## config.mk

```make
export PLATFORM = sky130hd
export DESIGN_NAME = multicycle_ctrl
export DESIGN_NICKNAME = d
export VERILOG_FILES = /design/src/rtl/multicycle_pkg.sv /design/src/rtl/multicycle_ctrl_opcode_decode.sv /design/src/rtl/multicycle_ctrl.sv
export SDC_FILE = /design/constraint.sdc
export NUM_CORES = 1
export LEC_CHECK = 0
export ABC_CLOCK_PERIOD_IN_PS = 4600
export CORE_UTILIZATION = 48
export CTS_BUF_LIST = sky130_fd_sc_hd__clkbuf_16
export CTS_CLUSTER_SIZE = 30
export DETAILED_ROUTE_END_ITERATION = 12
export PLACE_DENSITY = 0.85
export SLEW_MARGIN = 20
export SYNTH_ARGS = -nofsm -noshare
export SYNTH_HDL_FRONTEND = slang
export SYNTH_SLANG_ARGS = --single-unit
```

## constraint.sdc

```tcl
create_clock -name clk -period 4.6 [get_ports clk]
set_input_delay 1.15 -clock clk [delete_from_list [all_inputs] [get_ports clk]]
set_output_delay 1.15 -clock clk [all_outputs]
set_load 0.01 [all_outputs]
```

## src/rtl/multicycle_pkg.sv

```systemverilog
// Shared types and encodings for the multicycle RV32I control path.
package multicycle_pkg;

    typedef enum logic [2:0] {
        ST_FETCH  = 3'd0,
        ST_DECODE = 3'd1,
        ST_EXEC   = 3'd2,
        ST_MEM    = 3'd3,
        ST_WB     = 3'd4,
        ST_HALT   = 3'd5
    } state_t;

    typedef enum logic [2:0] {
        IMM_I    = 3'd0,
        IMM_S    = 3'd1,
        IMM_B    = 3'd2,
        IMM_U    = 3'd3,
        IMM_J    = 3'd4,
        IMM_NONE = 3'd7
    } imm_type_t;

    localparam logic [6:0] OP_LOAD   = 7'b0000011;
    localparam logic [6:0] OP_STORE  = 7'b0100011;
    localparam logic [6:0] OP_BRANCH = 7'b1100011;
    localparam logic [6:0] OP_ALUI   = 7'b0010011;
    localparam logic [6:0] OP_ALUR   = 7'b0110011;
    localparam logic [6:0] OP_LUI    = 7'b0110111;
    localparam logic [6:0] OP_JAL    = 7'b1101111;
    localparam logic [6:0] OP_JALR   = 7'b1100111;

    localparam logic [1:0] WB_ALU = 2'd0;
    localparam logic [1:0] WB_MEM = 2'd1;
    localparam logic [1:0] WB_PC4 = 2'd2;
    localparam logic [1:0] WB_IMM = 2'd3;

    localparam logic [1:0] ALU_ADD    = 2'd0;
    localparam logic [1:0] ALU_FUNCT  = 2'd1;
    localparam logic [1:0] ALU_BRANCH = 2'd2;

    typedef struct packed {
        logic load;
        logic store;
        logic branch;
        logic alui;
        logic alur;
        logic lui;
        logic jal;
        logic jalr;
    } op_class_t;

    function automatic logic [1:0] wb_sel_of(op_class_t c);
        if (c.load)              return WB_MEM;
        else if (c.jal || c.jalr) return WB_PC4;
        else if (c.lui)          return WB_IMM;
        else                     return WB_ALU;
    endfunction

endpackage

```

## src/rtl/multicycle_ctrl_opcode_decode.sv

```systemverilog
// Combinational opcode classifier: class flags, immediate format, illegal flag.
module opcode_decode
    import multicycle_pkg::*;
(
    input  logic [6:0] opcode,
    output op_class_t  op_class,
    output imm_type_t  imm_type,
    output logic       illegal
);

    always_comb begin
        op_class = '0;
        imm_type = IMM_NONE;
        illegal  = 1'b0;
        case (opcode)
            OP_LOAD:   begin op_class.load   = 1'b1; imm_type = IMM_I; end
            OP_STORE:  begin op_class.store  = 1'b1; imm_type = IMM_S; end
            OP_BRANCH: begin op_class.branch = 1'b1; imm_type = IMM_B; end
            OP_ALUI:   begin op_class.alui   = 1'b1; imm_type = IMM_I; end
            OP_ALUR:   begin op_class.alur   = 1'b1; imm_type = IMM_NONE; end
            OP_LUI:    begin op_class.lui    = 1'b1; imm_type = IMM_U; end
            OP_JAL:    begin op_class.jal    = 1'b1; imm_type = IMM_J; end
            OP_JALR:   begin op_class.jalr   = 1'b1; imm_type = IMM_I; end
            default:   illegal = 1'b1;
        endcase
    end

endmodule

```

## src/rtl/multicycle_ctrl.sv

```systemverilog
// Main control FSM of the multicycle RV32I core, with memory timeout and
// retired-instruction counter.
//
// state  | meaning
// FETCH  | request instruction word at PC, load IR and PC+4 on mem_ready
// DECODE | classify opcode, present immediate format, trap on illegal
// EXEC   | ALU operation; branches resolve and retire here
// MEM    | data access at ALU address; stores retire on mem_ready
// WB     | register file write, retire
// HALT   | trap taken, everything idle until reset
module multicycle_ctrl
    import multicycle_pkg::*;
#(
    parameter int TIMEOUT = 16,
    parameter int CNT_W   = 32
) (
    input  logic             clk,
    input  logic             reset,
    input  logic [31:0]      inst_code,
    input  logic             mem_ready,
    input  logic             branch_taken,
    output logic             mem_req,
    output logic             mem_we,
    output logic             mem_addr_sel,
    output logic             ir_we,
    output logic             pc_we,
    output logic             pc_sel,
    output logic             reg_we,
    output logic [1:0]       wb_sel,
    output logic             alu_src_b,
    output logic [1:0]       alu_ctl,
    output imm_type_t        imm_type,
    output logic [CNT_W-1:0] instret,
    output logic             trap,
    output logic             busy
);

    localparam int TW = $clog2(TIMEOUT);
    localparam logic [TW-1:0] TMO_LOAD = TW'(TIMEOUT - 1);

    state_t           state_q, state_d;
    logic [TW-1:0]    tmo_q;
    logic             tmo_tc;
    logic [CNT_W-1:0] instret_q;
    logic             trap_q;
    logic             trap_set;
    logic             retire;

    op_class_t        cls;
    imm_type_t        dec_imm;
    logic             illegal;
    logic             unused_inst_bits;

    assign unused_inst_bits = ^inst_code[31:7];

    opcode_decode u_dec (
        .opcode   (inst_code[6:0]),
        .op_class (cls),
        .imm_type (dec_imm),
        .illegal  (illegal)
    );

    // Down-counter reloaded on entry to a waiting state; zero is the last allowed wait cycle.
    assign tmo_tc = (tmo_q == '0);

    always_comb begin
        state_d      = state_q;
        mem_req      = 1'b0;
        mem_we       = 1'b0;
        mem_addr_sel = 1'b0;
        ir_we        = 1'b0;
        pc_we        = 1'b0;
        pc_sel       = 1'b0;
        reg_we       = 1'b0;
        wb_sel       = WB_ALU;
        alu_src_b    = 1'b0;
        alu_ctl      = ALU_ADD;
        imm_type     = IMM_NONE;
        trap_set     = 1'b0;
        retire       = 1'b0;
        case (state_q)
            ST_FETCH: begin
                mem_req = 1'b1;
                if (mem_ready) begin
                    ir_we   = 1'b1;
                    pc_we   = 1'b1;
                    state_d = ST_DECODE;
                end else if (tmo_tc) begin
                    trap_set = 1'b1;
                    state_d  = ST_HALT;
                end
            end
            ST_DECODE: begin
                imm_type = dec_imm;
                if (illegal) begin
                    trap_set = 1'b1;
                    state_d  = ST_HALT;
                end else begin
                    state_d = ST_EXEC;
                end
            end
            ST_EXEC: begin
                imm_type  = dec_imm;
                alu_src_b = !(cls.alur || cls.branch);
                if (cls.branch)                alu_ctl = ALU_BRANCH;
                else if (cls.alur || cls.alui) alu_ctl = ALU_FUNCT;
                if (cls.branch) begin
                    pc_we   = branch_taken;
                    pc_sel  = 1'b1;
                    retire  = 1'b1;
                    state_d = ST_FETCH;
                end else if (cls.jal || cls.jalr) begin
                    pc_we   = 1'b1;
                    pc_sel  = 1'b1;
                    state_d = ST_WB;
                end else if (cls.load || cls.store) begin
                    state_d = ST_MEM;
                end else begin
                    state_d = ST_WB;
                end
            end
            ST_MEM: begin
                imm_type     = dec_imm;
                mem_req      = 1'b1;
                mem_addr_sel = 1'b1;
                mem_we       = cls.store;
                if (mem_ready) begin
                    if (cls.store) begin
                        retire  = 1'b1;
                        state_d = ST_FETCH;
                    end else begin
                        state_d = ST_WB;
                    end
                end else if (tmo_tc) begin
                    trap_set = 1'b1;
                    state_d  = ST_HALT;
                end
            end
            ST_WB: begin
                imm_type = dec_imm;
                reg_we   = 1'b1;
                wb_sel   = wb_sel_of(cls);
                retire   = 1'b1;
                state_d  = ST_FETCH;
            end
            ST_HALT: state_d = ST_HALT;
            default: state_d = ST_HALT;
        endcase
    end

    always_ff @(posedge clk) begin
        if (reset) begin
            state_q   <= ST_FETCH;
            tmo_q     <= TMO_LOAD;
            instret_q <= '0;
            trap_q    <= 1'b0;
        end else begin
            state_q <= state_d;
            if ((state_d != state_q) && ((state_d == ST_FETCH) || (state_d == ST_MEM)))
                tmo_q <= TMO_LOAD;
            else if (mem_req && !mem_ready && !tmo_tc)
                tmo_q <= tmo_q - TW'(1);
            if (retire)
                instret_q <= instret_q + CNT_W'(1);
            if (trap_set)
                trap_q <= 1'b1;
        end
    end

    assign instret = instret_q;
    assign trap    = trap_q;
    assign busy    = (state_q != ST_HALT);

endmodule

```

==> results of run 1 <==
==> power by group <==
| group | leakage (uW) | total [uW] | internal [uW] | switching (uW) |
|---|---|---|---|---|
| clock network | 0.0000850 | 388 | 253 | 136 |
| logic | 0.000716 | 112 | 52.8 | 59.7 |
| registers | 0.000323 | 368 | 356 | 12.4 |
==> stage by stage <==
step	worst slack [ps]	util	hold WS, ps
floorplan	1220	-	456
global placement	285	0.659	465
detailed placement	283	0.659	484
CTS	279	0.696	499
global route	151	0.696	529
finish	284	0.696	490
==> per-layer routing <==
layer / wire length (um) / vias to the layer above / share of wire
met3: 328 / 10 / 0.054
met4: 87 / 0 / 0.014
met2: 2900 / 72 / 0.48
li1: - / 1204 / -
met5: 0 / - / 0
met1: 2700 / 1183 / 0.45
==> synth_stat cells (4+ instances only) <==
cell / number
dfxtp_1: 40
nor2_1: 30
o21ai_0: 27
a21oi_1: 24
nand2_1: 22
or3_1: 17
xor2_1: 13
inv_1: 11
nand3_1: 10
clkbuf_1: 9
o211ai_1: 9
and3_1: 8
nor3_1: 8
nand4_1: 5
o21a_1: 5
buf_2: 4
nand2b_1: 4
==> flip-flops by register name, summed over array words and instances (netlist names) <==
register / cells
tmo_q: 4
trap: 1
instret: 32
state_q: 3
==> critical path, stage by stage <==
cell and delay (ps):
clkdlybuf4s50_1 510, or3_4 440, or2_2 300, nor2_1 90
nor2_1 50, nor2_1 90, clkdlybuf4s50_1 540
==> worst paths after layout <==
| kind | depth (start not counted) | endpoint | slack, ps | startpoint |
|---|---|---|---|---|
| worst max-delay path | 7 | wb_sel[0] | 280 | inst_code[3] |
| worst min-delay path | 2 | instret[31] | 490 | instret[31] |
| worst max register to register | 5 | instret[28] | 1860 | state_q[1] |
| worst min register to register | 2 | instret[31] | 490 | instret[31] |
==> kinds of logic after synthesis <==
logic type / count (synthesis) / share of synthesized area
AND/OR/NAND/NOR: 126 / 0.295
AO/OA/AOI/OAI: 87 / 0.238
flip-flops: 40 / 0.345
buffers and inverters: 26 / 0.0474
XOR/XNOR: 16 / 0.0603
adder cells (fa/ha/maj): 2 / 0.0108
multiplexers: 1 / 0.00431
==> layout make-up <==
cell class                 count  share of cell area
tap                           52              0.0208
timing repair buffer          67               0.208
sequential                    40               0.255
clock inverter                 3              0.0124
inverter                      11              0.0132
multi-input combinational    232               0.451
clock buffer                   5              0.0399
==> qor.yml, run 1 <==
sta:
  timing.fmax_mhz: 232
  maxSlewHeadroom: 0.475
  drv_slew: 0
  hold_viol: 0
  post-route-min-period_ps: 4320
  fin_setup_tns_ps: 0
  tightest_slew_ps: 781
  setup_viol: 0
  finalCritPeriodShare: 0.938
  clock_skew_ps: 7.11
  rsz0062_at_grt: "no"
setup_path:
  worstPathMaxFanout: 7
  start_kind: "primary input"
  critPathKind: "primary input to output pin"
  cp.required_ps: 3450
  cp.arrival_ps: 3170
  endpoint_kind: "output pin"
global_route:
  grt_pass1_wl_um: 9820
  grt_max_degree: 26
  antenna_found_initial: 0
  grt_util_met3: 0.0492
  grt_pass1_vias: 2183
  met2_usage: 0.417
  grtUsageMet1: 0.303
  top_usage_layer: "met2"
  grt_remaining_overflow: 0
  grtUsageTotal: 0.242
floorplan:
  num_rows: 24
  core_area_um2: 4500
  start_util: 0.516
  die_area_um2: 5120
  die_w_um: 71.6
  ioPinCount: 85
  die_y_um: 71.6
yosys:
  ys_ff_latch: 40
  ys_warn_count: 0
  synthArstFlopShare: 0
  synth_top_area_frac: 0.345
  ys.flop_type: "dfxtp_1"
  synthCells: 298
  ys_types: 51
  syn_nets: 336
  synth.area.top_cells: "dfxtp_1 34%, o21ai_0 5.8%, a21oi_1 5.2%"
  yosysTopAreaCell: "dfxtp_1"
  synth_enable_flop_cells: 0
  synth.avg_cell_area_um2: 7.80
  syn-cell-area_um2: 2320
  yosysSeqAreaShare: 0.345
layout:
  final_cells: 410
  final_common_cell: "clkdlybuf4s50_1"
  antennaDiodeCount: 0
  multiInputGateArea_um2: 1410
  fillCellCount: 360
  fin_area_um2: 3130
  syn2layout_area_growth_pct: 34.9
  nets: 395
  seq_area_um2: 801
  final_cell_mix: "59 x clkdlybuf4s50_1, 40 x dfxtp_1, 30 x nor2_1"
  drive_gt1_frac: 0.0670
pwr:
  leakage_uw: 0.00112
  power.density_nw_per_um2: 277
  power.total_uw: 869
  ir_drop_mv: 0.163
clock_tree:
  path_clk_slew_ps: 50
  cts_resized: 0
  cts.sinks: 40
  htreeDepth: 2
  clock_path_buffers: 2
  clk_latency_ps: 290
  cts_tree: "built"
  cts_setup_buffers: 0
  postCtsHoldBufs: 0
  root_buffer: "clkbuf_16"
  cts_buffers: 5
detailed_routing:
  wl_per_cell_um: 14.7
  drt-total-wl_um: 6020
  first_pass_iters: 4
  drtAntennaViolNets: 0
  drtIter0Drc: 164
  viasPerCell: 6.02
  drc_errors: 0
  num_vias: 2469
placement:
  dp.cells: 402
  portBuffers: 59
  place_hpwl_um: 4340
  place_area_um2: 2970
  gp_congestion: 0.835
outcome:
  run_status: "completed"
min_path:
  hold_path_class: "register to register"
flow_run:
  drv_cap: 0
Power figures use the tool's default switching activity.
==> run 2, diff against run 1 <==
Settings changed: MAX_ROUTING_LAYER set to met4.
==> run 2 against run 1 <==
Against the previous run:
- final area did not move
- sequential share of layout area stayed put
- non-clock buffer count stayed put
- die area did not move
- register-to-register slack is essentially flat
- largest power group unchanged
==> qor.yml, run 2 (synthesis gave the netlist of run 1 again) <==
global_route:
  antenna_found_initial: 0  # unchanged
  grtUsageTotal: 0.249  # +0.00706
  grt_pass1_wl_um: 9800  # -0.14%
  grt_remaining_overflow: 0  # unchanged
  grt_pass1_vias: 2183  # unchanged
  grt_max_degree: 26  # unchanged
layout:
  fin_area_um2: 3130  # unchanged
  antennaDiodeCount: 0  # unchanged
  final_common_cell: "clkdlybuf4s50_1"
  final_cells: 410  # unchanged
  nets: 395  # unchanged
  drive_gt1_frac: 0.0670  # unchanged
  syn2layout_area_growth_pct: 34.9  # unchanged
  final_cell_mix: "59 x clkdlybuf4s50_1, 40 x dfxtp_1, 30 x nor2_1"
  largest_register_ffs: 32  # unchanged
setup_path:
  timing.critical_path.slowest_stage_cell: "clkdlybuf4s50_1"
  crit_top_cell: "nor2_1"
  critical_path.max_stage_delay_ps: 540  # about the same
  endpoint_kind: "output pin"
  cp.arrival_ps: 3170  # about the same
  path_cells: "clkdlybuf4s50_1 > or3_4 > or2_2 > nor2_1 > nor2_1 > nor2_1 > clkdlybuf4s50_1"
  cp.required_ps: 3450  # about the same
  critPathKind: "primary input to output pin"
  start_kind: "primary input"
  worstPathMaxFanout: 7  # unchanged
pwr:
  power.total_uw: 869  # about the same
  power.density_nw_per_um2: 277  # about the same
  leakage_uw: 0.00112  # unchanged
  ir_drop_mv: 0.163  # about the same
clock_tree:
  cts_tree: "built"
  clk_latency_ps: 290  # about the same
  cts.sinks: 40  # unchanged
  cts_setup_buffers: 0  # unchanged
  htreeDepth: 2  # unchanged
  cts_buffers: 5  # unchanged
  cts_resized: 0  # unchanged
  clock_path_buffers: 2  # unchanged
  root_buffer: "clkbuf_16"
  postCtsHoldBufs: 0  # unchanged
  path_clk_slew_ps: 50  # about the same
sta:
  finalCritPeriodShare: 0.938  # about the same
  rsz0062_at_grt: "no"
  tightest_slew_ps: 780  # -1.10 ps
  drv_slew: 0  # unchanged
  hold_viol: 0  # unchanged
  maxSlewHeadroom: 0.476  # +0.000740
  timing.fmax_mhz: 232  # about the same
  clock_skew_ps: 7.51  # +0.399 ps
  fin_setup_tns_ps: 0  # unchanged
  setup_viol: 0  # unchanged
  post-route-min-period_ps: 4320  # +0.664 ps
placement:
  portBuffers: 59  # unchanged
  place_hpwl_um: 4340  # unchanged
  place_area_um2: 2970  # unchanged
  gp_congestion: 0.848  # +1.5%
  dp.cells: 402  # unchanged
flow_run:
  drv_cap: 0  # unchanged
detailed_routing:
  drtIter0Drc: 151  # -7.9%
  num_vias: 2475  # +0.24%
  drt-total-wl_um: 6060  # +0.71%
  drtAntennaViolNets: 0  # unchanged
  viasPerCell: 6.04  # +0.24%
  drc_errors: 0  # unchanged
  wl_per_cell_um: 14.8  # +0.71%
  first_pass_iters: 5  # +1
floorplan:
  die_area_um2: 5120  # unchanged
  core_area_um2: 4500  # unchanged
  die_w_um: 71.6  # unchanged
  start_util: 0.516  # unchanged
  num_rows: 24  # unchanged
  ioPinCount: 85  # unchanged
  die_y_um: 71.6  # unchanged
outcome:
  run_status: "completed"
min_path:
  hold_path_class: "register to register"
==> run 2: path summary, 6_finish.rpt <==
path                start     endpoint  slack [ps]  depth (start not counted)
min           instret[18]  instret[18]         490                          2
max          inst_code[3]    wb_sel[0]         280                          7
min reg2reg   instret[18]  instret[18]         490                          2
max reg2reg    state_q[1]  instret[31]        1870                          5
==> run 2: per-layer routing <==
layer,wire [um],part of all wire,global-route usage
met2,2940,0.49,0.417
met4,85,0.014,0.0806
met3,335,0.055,0.0492
met5,0,0,-
met1,2700,0.45,0.303
==> run 2: critical path, delay by kind of cell <==
kind / cells / cell delay (ps)
buffers and inverters: 2 / 1050
AND/OR/NAND/NOR: 5 / 970
==> run 2: where the power goes <==
group	internal (uW)	switching, uW	total, uW
Clock	253	135	387
Sequential	356	12.5	369
Combinational	52.8	60.1	113
Total	662	207	869
==> run 2: cell type report <==
class | instances | area [um^2]
multi-input cells | 232 | 1410
fillers | 360 | 1370
flip-flops and latches | 40 | 801
repair buffers | 67 | 651
clock buffers | 5 | 125
well taps | 52 | 65.1
inverters | 11 | 41.3
clock inverters | 3 | 38.8
==> run 2: per-stage QoR <==
| stage | utilization | setup slack [ps] | hold WS [ps] |
|---|---|---|---|
| final | 0.696 | 284 | 493 |
| after global routing | 0.696 | 151 | 529 |
| after global placement | 0.659 | 285 | 465 |
| after CTS | 0.696 | 279 | 499 |
| after floorplan | - | 1220 | 456 |
| after detailed placement | 0.659 | 283 | 484 |
==> run 3, diff against run 2 <==
Settings changed: RECOVER_POWER set to 50, SLEW_MARGIN 20 to unset.
==> run 3 against run 2 <==
Against the previous run:
- hold slack got worse by 2.3 ps
- critical path type unchanged
- non-clock buffer count unchanged
- register-to-register slack lost 20 ps
- power shrank 0.66%
- highest routed layer unchanged
- via count about the same
==> qor.yml, run 3 (synthesis gave the netlist of run 1 again) <==
detailed_routing:
  drc_errors: 0  # unchanged
  drtAntennaViolNets: 0  # unchanged
  first_pass_iters: 4  # -1
  wl_per_cell_um: 14.6  # -1.1%
  drtIter0Drc: 150  # -0.66%
  num_vias: 2474  # -0.040%
  drt-total-wl_um: 5990  # -1.1%
  viasPerCell: 6.03  # about the same
global_route:
  grt_pass1_wl_um: 9800  # unchanged
  grt_max_degree: 26  # unchanged
  antenna_found_initial: 0  # unchanged
  grt_pass1_vias: 2183  # unchanged
  grt_remaining_overflow: 0  # unchanged
  grtUsageTotal: 0.249  # unchanged
sta:
  tightest_slew_ps: 778  # -1.77 ps
  setup_viol: 0  # unchanged
  post-route-min-period_ps: 4320  # +1.74 ps
  fin_setup_tns_ps: 0  # unchanged
  rsz0062_at_grt: "no"
  hold_slack_ps: 490  # -2.34 ps
  hold_viol: 0  # unchanged
  finalCritPeriodShare: 0.939  # about the same
  timing.fmax_mhz: 232  # about the same
  clock_skew_ps: 6.81  # -0.706 ps
  maxSlewHeadroom: 0.477  # +0.00119
  drv_slew: 0  # unchanged
clock_tree:
  root_buffer: "clkbuf_16"
  htreeDepth: 2  # unchanged
  cts_buffers: 5  # unchanged
  cts_setup_buffers: 0  # unchanged
  cts.sinks: 40  # unchanged
  clock_path_buffers: 2  # unchanged
  cts_tree: "built"
  clk_latency_ps: 280  # about the same
  cts_resized: 0  # unchanged
  path_clk_slew_ps: 50  # about the same
  postCtsHoldBufs: 0  # unchanged
layout:
  fillCellCount: 361  # +0.28%
  fin_util: 0.695  # -0.000833
  final_common_cell: "dfxtp_1"
  antennaDiodeCount: 0  # unchanged
  nets: 395  # unchanged
  largest_register_ffs: 32  # unchanged
  drive_gt1_frac: 0.0642  # -0.00279
  final_cell_mix: "40 x dfxtp_1, 37 x dlygate4sd3_1, 30 x nor2_1"
  syn2layout_area_growth_pct: 34.7
pwr:
  leakage_uw: 0.00124  # +10%
  power.density_nw_per_um2: 276  # -0.54%
  ir_drop_mv: 0.160  # -1.4%
floorplan:
  core_area_um2: 4500  # unchanged
  num_rows: 24  # unchanged
  die_y_um: 71.6  # unchanged
  die_w_um: 71.6  # unchanged
  ioPinCount: 85  # unchanged
  die_area_um2: 5120  # unchanged
  start_util: 0.516  # unchanged
setup_path:
  cp.arrival_ps: 3170  # about the same
  start_kind: "primary input"
  endpoint: "wb_sel[0]"
  r2r-end: "instret[28]"
  critPathKind: "primary input to output pin"
  crit_top_cell: "nor2_1"
  timing.critical_path.slowest_stage_cell: "clkdlybuf4s50_1"
  r2r_slack_ps: 1850  # -20 ps
  rr_worst_depth: 5  # unchanged
  endpoint_kind: "output pin"
  setup.worst_path.start: "inst_code[3]"
  path_cells: "clkdlybuf4s50_1 > or3_4 > or2_2 > nor2_1 > nor2_1 > nor2_1 > clkdlybuf4s50_1"
  cp.required_ps: 3450  # about the same
  worstPathMaxFanout: 7  # unchanged
  r2r-start: "state_q[1]"
  critical_path.max_stage_delay_ps: 540  # about the same
placement:
  place_hpwl_um: 4340  # unchanged
  portBuffers: 59  # unchanged
  gp_congestion: 0.848  # unchanged
flow_run:
  drv_cap: 0  # unchanged
outcome:
  run_status: "completed"
min_path:
  hold_path_class: "register to register"
[run 3: final cells by class]
class,instances,area (um^2),share of cell area
clock buffers,5,125,0.0400
clock inverters,3,38.8,0.0124
inverters,11,41.3,0.0132
multi-input cells,232,1410,0.451
flip-flops and latches,40,801,0.256
well taps,52,65.1,0.0208
repair buffers,67,647,0.207
[run 3: where the power goes]
group,internal (uW),leakage [uW],total (uW),switching (uW)
clock,253,0.0000850,385,132
combinational,50.2,0.000828,110,59.9
sequential,356,0.000323,368,12.3
[run 3: worst min path at each step]
stage,startpoint,to,slack [ps],cells past startpoint
after floorplan,tmo_q[1],tmo_q[1],460,2
after CTS,instret[18],instret[18],500,2
after global routing,instret[10],instret[10],530,2
final,instret[31],instret[31],490,2
after global placement,instret[31],instret[31],470,2
after detailed placement,trap,trap,480,2
[run 3: through the flow]
stage / instances / setup slack, ps / total power (uW) / area [um^2]
global route: 410 / 150 / 899 / 3130
floorplan: 298 / 1220 / 444 / 2320
finish: 410 / 282 / 863 / 3130
global placement: 402 / 285 / 484 / 2970
detailed placement: 402 / 283 / 487 / 2970
CTS: 410 / 279 / 869 / 3130
[run 3: critical path, delay by kind of cell]
kind                   cells  cell delay (ps)
and+or+nand+nor            5              960
buffers and inverters      2             1050
[run 3: layer usage]
metal | GRT usage | up-vias | share of wire
met5 | - | - | 0
met1 | 0.303 | 1175 | 0.44
met4 | 0.0806 | 0 | 0.014
met2 | 0.417 | 83 | 0.49
met3 | 0.0492 | 9 | 0.057
li1 | - | 1207 | -
